File: src/rtl/ccff_loader_if.sv
// Word handshake between a configuration-word source and the ccff_loader.
// The source drives data/valid; the loader answers with ready.
interface ccff_loader_if #(
  parameter int WORD_W = 8
);
  logic [WORD_W-1:0] in_data;
  logic              in_valid;
  logic              in_ready;

  modport master (output in_data, output in_valid, input in_ready);
  modport slave  (input in_data, input in_valid, output in_ready);
endinterface

File: src/rtl/ccff_loader.sv
// Serialises configuration words LSB-first into a CCFF chain of CHAIN_LEN bits,
// one word per handshake, with abort and registered status outputs.
module ccff_loader #(
  parameter  int WORD_W    = 8,
  parameter  int CHAIN_LEN = 64,
  localparam int CNT_W     = $clog2(CHAIN_LEN + 1)
) (
  input  logic             prog_clk,
  input  logic             pReset,
  input  logic             start,
  input  logic             abort,
  ccff_loader_if.slave     in_if,
  output logic             ccff_head,
  output logic             ccff_en,
  output logic             busy,
  output logic             done,
  output logic [CNT_W-1:0] bit_cnt
);

  localparam int WCNT_W = $clog2(WORD_W + 1);

  localparam logic [1:0] S_IDLE  = 2'd0;
  localparam logic [1:0] S_LOAD  = 2'd1;
  localparam logic [1:0] S_SHIFT = 2'd2;
  localparam logic [1:0] S_DONE  = 2'd3;

  localparam logic [CNT_W-1:0]  CHAIN_LEN_C = CNT_W'(CHAIN_LEN);
  localparam logic [WCNT_W-1:0] WORD_W_C    = WCNT_W'(WORD_W);

  logic [1:0]        state_q,   state_d;
  logic [WORD_W-1:0] shreg_q,   shreg_d;
  logic [WCNT_W-1:0] wcnt_q,    wcnt_d;
  logic [CNT_W-1:0]  bit_cnt_q, bit_cnt_d;
  logic              head_q,    head_d;
  logic              en_q,      en_d;
  logic              ready_q,   ready_d;
  logic              busy_q,    busy_d;
  logic              done_q,    done_d;

  logic [CNT_W-1:0]  bit_inc;
  logic [WCNT_W-1:0] wcnt_inc;
  logic              handshake;

  assign bit_inc   = bit_cnt_q + CNT_W'(1);
  assign wcnt_inc  = wcnt_q + WCNT_W'(1);
  assign handshake = in_if.in_valid & ready_q;

  // NOTE: every variable assigned here gets a default first, so no path can infer a latch.
  always_comb begin
    state_d   = state_q;
    shreg_d   = shreg_q;
    wcnt_d    = wcnt_q;
    bit_cnt_d = bit_cnt_q;
    head_d    = 1'b0;

    if (abort) begin
      state_d = S_IDLE;
      shreg_d = '0;
    end else begin
      case (state_q)
        S_IDLE: begin
          if (start) begin
            state_d   = S_LOAD;
            bit_cnt_d = '0;
          end
        end
        S_LOAD: begin
          if (handshake) begin
            // Bit 0 goes straight to the head register so it appears the cycle after acceptance.
            state_d = S_SHIFT;
            head_d  = in_if.in_data[0];
            shreg_d = in_if.in_data >> 1;
            wcnt_d  = '0;
          end
        end
        S_SHIFT: begin
          bit_cnt_d = bit_inc;
          wcnt_d    = wcnt_inc;
          if (bit_inc == CHAIN_LEN_C) begin
            // Chain full: any unshifted upper bits of a partial final word are dropped.
            state_d = S_DONE;
            shreg_d = '0;
          end else if (wcnt_inc == WORD_W_C) begin
            state_d = S_LOAD;
          end else begin
            head_d  = shreg_q[0];
            shreg_d = shreg_q >> 1;
          end
        end
        S_DONE: begin
          state_d = S_IDLE;
        end
        default: begin
          state_d = S_IDLE;
        end
      endcase
    end

    // Outputs are decoded from the next state so the registered copies line up with state_q.
    en_d    = (state_d == S_SHIFT);
    ready_d = (state_d == S_LOAD);
    busy_d  = (state_d != S_IDLE);
    done_d  = (state_d == S_DONE);
  end

  // NOTE: sequential state uses non-blocking assignments so all registers update from pre-edge values.
  always_ff @(posedge prog_clk or negedge pReset) begin
    if (!pReset) begin
      state_q   <= S_IDLE;
      shreg_q   <= '0;
      wcnt_q    <= '0;
      bit_cnt_q <= '0;
      head_q    <= 1'b0;
      en_q      <= 1'b0;
      ready_q   <= 1'b0;
      busy_q    <= 1'b0;
      done_q    <= 1'b0;
    end else begin
      state_q   <= state_d;
      shreg_q   <= shreg_d;
      wcnt_q    <= wcnt_d;
      bit_cnt_q <= bit_cnt_d;
      head_q    <= head_d;
      en_q      <= en_d;
      ready_q   <= ready_d;
      busy_q    <= busy_d;
      done_q    <= done_d;
    end
  end

  assign in_if.in_ready = ready_q;
  assign ccff_head      = head_q;
  assign ccff_en        = en_q;
  assign busy           = busy_q;
  assign done           = done_q;
  assign bit_cnt        = bit_cnt_q;

endmodule

File: src/flat_wrapper.sv
// flat-port wrapper written by rule: the top's interface ports become plain ports
module ccff_loader_flat 
#(
  parameter  int WORD_W    = 8,
  parameter  int CHAIN_LEN = 64,
  localparam int CNT_W     = $clog2(CHAIN_LEN + 1)
)
  (prog_clk, pReset, start, abort, ccff_head, ccff_en, busy, done, bit_cnt, in_if_in_data, in_if_in_valid, in_if_in_ready);
  ccff_loader_if #(.WORD_W(WORD_W)) in_if_i ();
  input  logic prog_clk;
  input  logic pReset;
  input  logic start;
  input  logic abort;
  output logic ccff_head;
  output logic ccff_en;
  output logic busy;
  output logic done;
  output logic [CNT_W-1:0] bit_cnt;
  input wire logic [$bits(in_if_i.in_data)-1:0] in_if_in_data;
  input wire logic [$bits(in_if_i.in_valid)-1:0] in_if_in_valid;
  output wire logic [$bits(in_if_i.in_ready)-1:0] in_if_in_ready;
  assign in_if_i.in_data = in_if_in_data;
  assign in_if_i.in_valid = in_if_in_valid;
  assign in_if_in_ready = in_if_i.in_ready;
  ccff_loader #(.WORD_W(WORD_W), .CHAIN_LEN(CHAIN_LEN)) u_core (.prog_clk(prog_clk), .pReset(pReset), .start(start), .abort(abort), .in_if(in_if_i), .ccff_head(ccff_head), .ccff_en(ccff_en), .busy(busy), .done(done), .bit_cnt(bit_cnt));
endmodule
File: config.mk
export PLATFORM = sky130hd
export DESIGN_NAME = ccff_loader_flat
export DESIGN_NICKNAME = d
export VERILOG_FILES = /design/src/rtl/ccff_loader_if.sv /design/src/rtl/ccff_loader.sv /design/src/flat_wrapper.sv
export SDC_FILE = /design/constraint.sdc
export NUM_CORES = 1
export LEC_CHECK = 0
export CAP_MARGIN = 20
export CORE_MARGIN = 10
export CORE_UTILIZATION = 27
export CTS_CLUSTER_SIZE = 10
export DETAILED_ROUTE_END_ITERATION = 6
export SYNTH_ARGS = -nofsm -noshare
export SYNTH_HDL_FRONTEND = slang
export SYNTH_SLANG_ARGS = --single-unit
File: constraint.sdc
create_clock -name prog_clk -period 3.9 [get_ports prog_clk]
set_input_delay 0.975 -clock prog_clk [delete_from_list [all_inputs] [get_ports prog_clk]]
set_output_delay 0.975 -clock prog_clk [all_outputs]
set_load 0.005 [all_outputs]
==> results.md <==
- The run finished with clean final reports.
- Walking the worst path, the cells encountered are clkdlybuf4s50_1, nor3_1, nand2_1, or3_1, o21ai_0.
- The average instance in the mapped netlist occupies 9.00 um2.
- The cell at the slowest stage of the critical path is sky130_fd_sc_hd__clkdlybuf4s50_1.
- By area the synthesized netlist is led by sky130_fd_sc_hd__dfrtp_1 42%, sky130_fd_sc_hd__o21ai_0 6.4%, sky130_fd_sc_hd__nand2_1 5.8%.
- The count of TritonRoute iterations in the first routing pass is 4.
- The most repeated cell in the gate-level netlist after synthesis is sky130_fd_sc_hd__dfrtp_1.
- The worst path buffer plus inverter count is 1.
- The largest delay contributor family on the critical path is simple AND/OR/NAND/NOR gates.
- The antenna diode count is 0.
- In the final layout, the share of cells above drive strength 1 is 7.89%.
- Across the routed clock network, the largest skew measured is 6.69 ps.
- Summed over all layers, the global routing overflow is 0.
- The sequential group share of total power is 43.5%.
- Summed over all layers, the routed wires come to 3480 um.
- The horizontal extent of the die is 94.4 um.
- The required arrival time at the worst endpoint is 4090 ps.
- The kind of end point of the critical path is a flip-flop.
- The worst pin sits at a relative slew slack of a little over half.
- The mapped netlist covers ~1500 um2.
- The number of antenna violations at the first check in global routing is 0.
- The finished layout cell area is 1860 um2.
- The longest clock path from root to sink contains 2 buffers.
- The detailed router placed approximately 1,300 vias in this run.
- The residual antenna-violating net count after detailed routing is 0.
- The layout overhead on the synthesized area is 24.3%.
- At the later pin of the worst-skew pair, clock insertion delay measures 270 ps.
- The number of hold violations in the final report is 0.
- In this run the power density over the cells is 454 nW/um2.
- The DRC violation total after the first TritonRoute iteration is 81.
- The commonest cells after synthesis are 25 x sky130_fd_sc_hd__dfrtp_1, 23 x sky130_fd_sc_hd__nand2_1, 19 x sky130_fd_sc_hd__o21ai_0.
- The row count is 27.
- Once placement finished, the instance area stood at 1810 um2.
- The final hold slack is 495 ps.
- The die is 94.4 um tall.
- Setup slack closes at 1370 ps.
- Post-CTS repair changed the size of 0 cells.
- For this run, design rule violations remaining after detail routing come to 0.
- The largest net degree at the start of global routing is 26.
- The largest single stage delay on the critical path is approximately 630 ps.
- Once placement completed, the tool counted placed cells totaling 258.
- In this run the post-CTS setup repair buffer count came out at 0.
- The worst hold path class is flip-flop to flip-flop.
- Setup repair after global routing left no endpoint under its margin.
- Counting flops with a built-in enable in the synthesized netlist gives 0.
- When the netlist entered floorplanning its net count stood at 184.
- The max-cap check violation count is 0.
- The leakage power figure is 0.744 nW.
- The final cell count without fillers is 262.
- The fraction of synthesis flops using an asynchronous set or reset pin is 100%.
- The total clock buffers created by CTS is 3.
- The total number of nets in the final design is roughly 210.
- The biggest area contributor in the post-synthesis netlist is sky130_fd_sc_hd__dfrtp_1.
- Sequential elements use 41.9% of the synthesized area.
- The hold-fix buffer count after cts is 0.
- The detail-routed via count per cell is 4.93.
- For this run, the top clock speed supported by timing is 395 MHz.
- For the worst setup path, the data arrival time is 2720 ps.
- Net switching is 36.6% of the power.
- In this run the number of H-tree levels came out at 1.
- The post-route minimum period is 2530 ps.
- The power spent charging and discharging nets is just over 0.3 mW.
- The overall global routing resource usage is 8.10%.
- STA classifies the critical path startpoint as an input pin.
- Buffers placed on the I/O ports in this run total 24.
- The clock network fraction of total power is 18.4%.
- Counting every sink on the clock net gives 25.
- The congestion estimate from routability-driven global placement came to 0.773.
- The initial core utilization is 27.5%.
- The cell at the root of the clock tree is sky130_fd_sc_hd__clkbuf_8.
- The minimum setup slack after placement is 1080 ps.
- The synthesized netlist cell count is ~170.
- The count of fill cells added during filler insertion is between 500 and 600.
- The number of setup violations in the final report is 0.
- The number of synthesis warnings is 0.
- The portion of synthesized cell area occupied by the leading cell type is 41.9%.
- For the pin with the worst max-slew slack, the measured transition is 699 ps.
- The wire length of the first global-routing pass is about 6000 um.
- The synthesized netlist contains 43 unique library cells.
- The mean routed wirelength per cell is about 13 um.
- After clock tree synthesis, the clock-pin slew on the worst setup and hold paths is about 90 ps.
- The combinational share of power is a little under two fifths.
- The kind of critical path is input pin to flip-flop.
- The placeable core area is 5440 um2.
- The die area is 8910 um2.
- In this run the worst path has a maximum fanout of 11.
- Once detailed placement completed, the half-perimeter wirelength came to 2640 um.
- In the synthesized netlist the dominant register cell turns out to be sky130_fd_sc_hd__dfrtp_1.
- IR analysis of the VDD net gives a maximum drop of 0.171 mV.
- Dividing the final minimum period by the clock period gives roughly two thirds.
- The number of pins exceeding their max-slew limit in the final report came to 0.
- The internal portion of the total power is 0.534 mW.
- The number of global-route vias before repair is 1,242.
- The aggregate negative setup slack is 0 ps.
- The synthesized design contains 25 register bits.
- The clock tree from TritonCTS is yes.
- During I/O placement, the number of pins put on the boundary was 25.
-- worst register-to-register path: cells and delay by family, from the launching register on --
kind            cells  cell delay (ps)
fa+ha+maj           1              610
compound gates      3              520
buf+inv             1              100
simple gates        1              560
flops               1              440
-- routing by layer --
metal,part of all wire [%],vias to the layer above,GRT usage (%)
li1,-,650,-
met1,48,601,10.9
met2,45,34,12.6
met3,6.2,6,2.14
met4,0.89,0,1.90
met5,0,-,0
-- power by group through the flow --
stage | Combinational (mW) | Clock (mW) | Sequential, mW
finish | 0.321 | 0.155 | 0.367
global route | 0.366 | 0.176 | 0.379
CTS | 0.322 | 0.160 | 0.367
detailed placement | 0.321 | 0 | 0.372
global placement | 0.319 | 0 | 0.371
floorplan | 0.228 | 0 | 0.360
-- final cells by class --
type / instances / area (um2) / share of cell area [%]
multi-input combinational: 130 / 826 / 44.5
sequential: 25 / 626 / 33.7
timing repair buffer: 25 / 248 / 13.3
tap: 72 / 90.1 / 4.85
clock buffer: 4 / 45.0 / 2.43
inverter: 6 / 22.5 / 1.21
-- registers in the layout, indices dropped and copies added, names as in the netlist --
name and count:
u_core.ccff_head 1, u_core.busy 1, u_core.wcnt_q 4, u_core.in_if.in_ready 1, u_core.done 1, u_core.state_q 2, u_core.ccff_en 1, u_core.bit_cnt 7
u_core.shreg_q 7
-- through the flow --
step | utilization, % | total power, mW
2_1_floorplan | - | 0.588
3_3_place_gp | 33.3 | 0.691
3_5_place_dp | 33.3 | 0.693
4_1_cts | 34.1 | 0.849
5_1_grt | 34.1 | 0.920
6_report | 34.1 | 0.843
-- final timing paths --
check	startpoint	end	slack, ps	depth (start not counted)
worst max-delay path	abort	u_core.bit_cnt[6]	1370	5
min in group asynchronous	pReset	u_core.ccff_en	1060	2
worst min-delay path	u_core.shreg_q[1]	u_core.shreg_q[1]	500	1
max in group asynchronous	pReset	u_core.wcnt_q[3]	2600	2
worst min register to register	u_core.shreg_q[1]	u_core.shreg_q[1]	500	1
worst max register to register	u_core.state_q[0]	u_core.shreg_q[3]	1610	6
-- cells in the final DEF (no fill, tap or decap), types with 2 or more instances in the layout --
cell type / count
sky130_fd_sc_hd__mux2_2: 2
sky130_fd_sc_hd__a22o_1: 3
sky130_fd_sc_hd__nor3_1: 2
sky130_fd_sc_hd__nor3_2: 2
sky130_fd_sc_hd__o21ai_0: 19
sky130_fd_sc_hd__a21o_1: 2
sky130_fd_sc_hd__a211oi_1: 3
sky130_fd_sc_hd__a21oi_1: 10
sky130_fd_sc_hd__ha_1: 5
sky130_fd_sc_hd__nand2b_1: 2
sky130_fd_sc_hd__clkdlybuf4s50_1: 24
sky130_fd_sc_hd__a211o_1: 2
sky130_fd_sc_hd__clkbuf_8: 3
sky130_fd_sc_hd__o31ai_1: 2
sky130_fd_sc_hd__nand3_1: 5
sky130_fd_sc_hd__nand2_1: 23
sky130_fd_sc_hd__o21ai_1: 4
sky130_fd_sc_hd__or3_1: 2
sky130_fd_sc_hd__nor2b_1: 6
sky130_fd_sc_hd__nor2_1: 7
sky130_fd_sc_hd__dfrtp_1: 25
sky130_fd_sc_hd__o21a_1: 8
sky130_fd_sc_hd__inv_1: 6
sky130_fd_sc_hd__a21boi_0: 2
-- cell families (layout without fill, tap and decap cells) --
| logic type | count (synthesis) | in the layout | synth area share (%) |
|---|---|---|---|
| simple gates | 56 | 56 | 19.0 |
| compound gates | 65 | 65 | 29.3 |
| mux | 3 | 3 | 2.18 |
| flops | 25 | 25 | 41.9 |
| fa+ha+maj | 5 | 5 | 4.19 |
| xor+xnor | 1 | 1 | 0.586 |
| buf+inv | 11 | 35 | 2.85 |
Power figures use the tool's default switching activity.
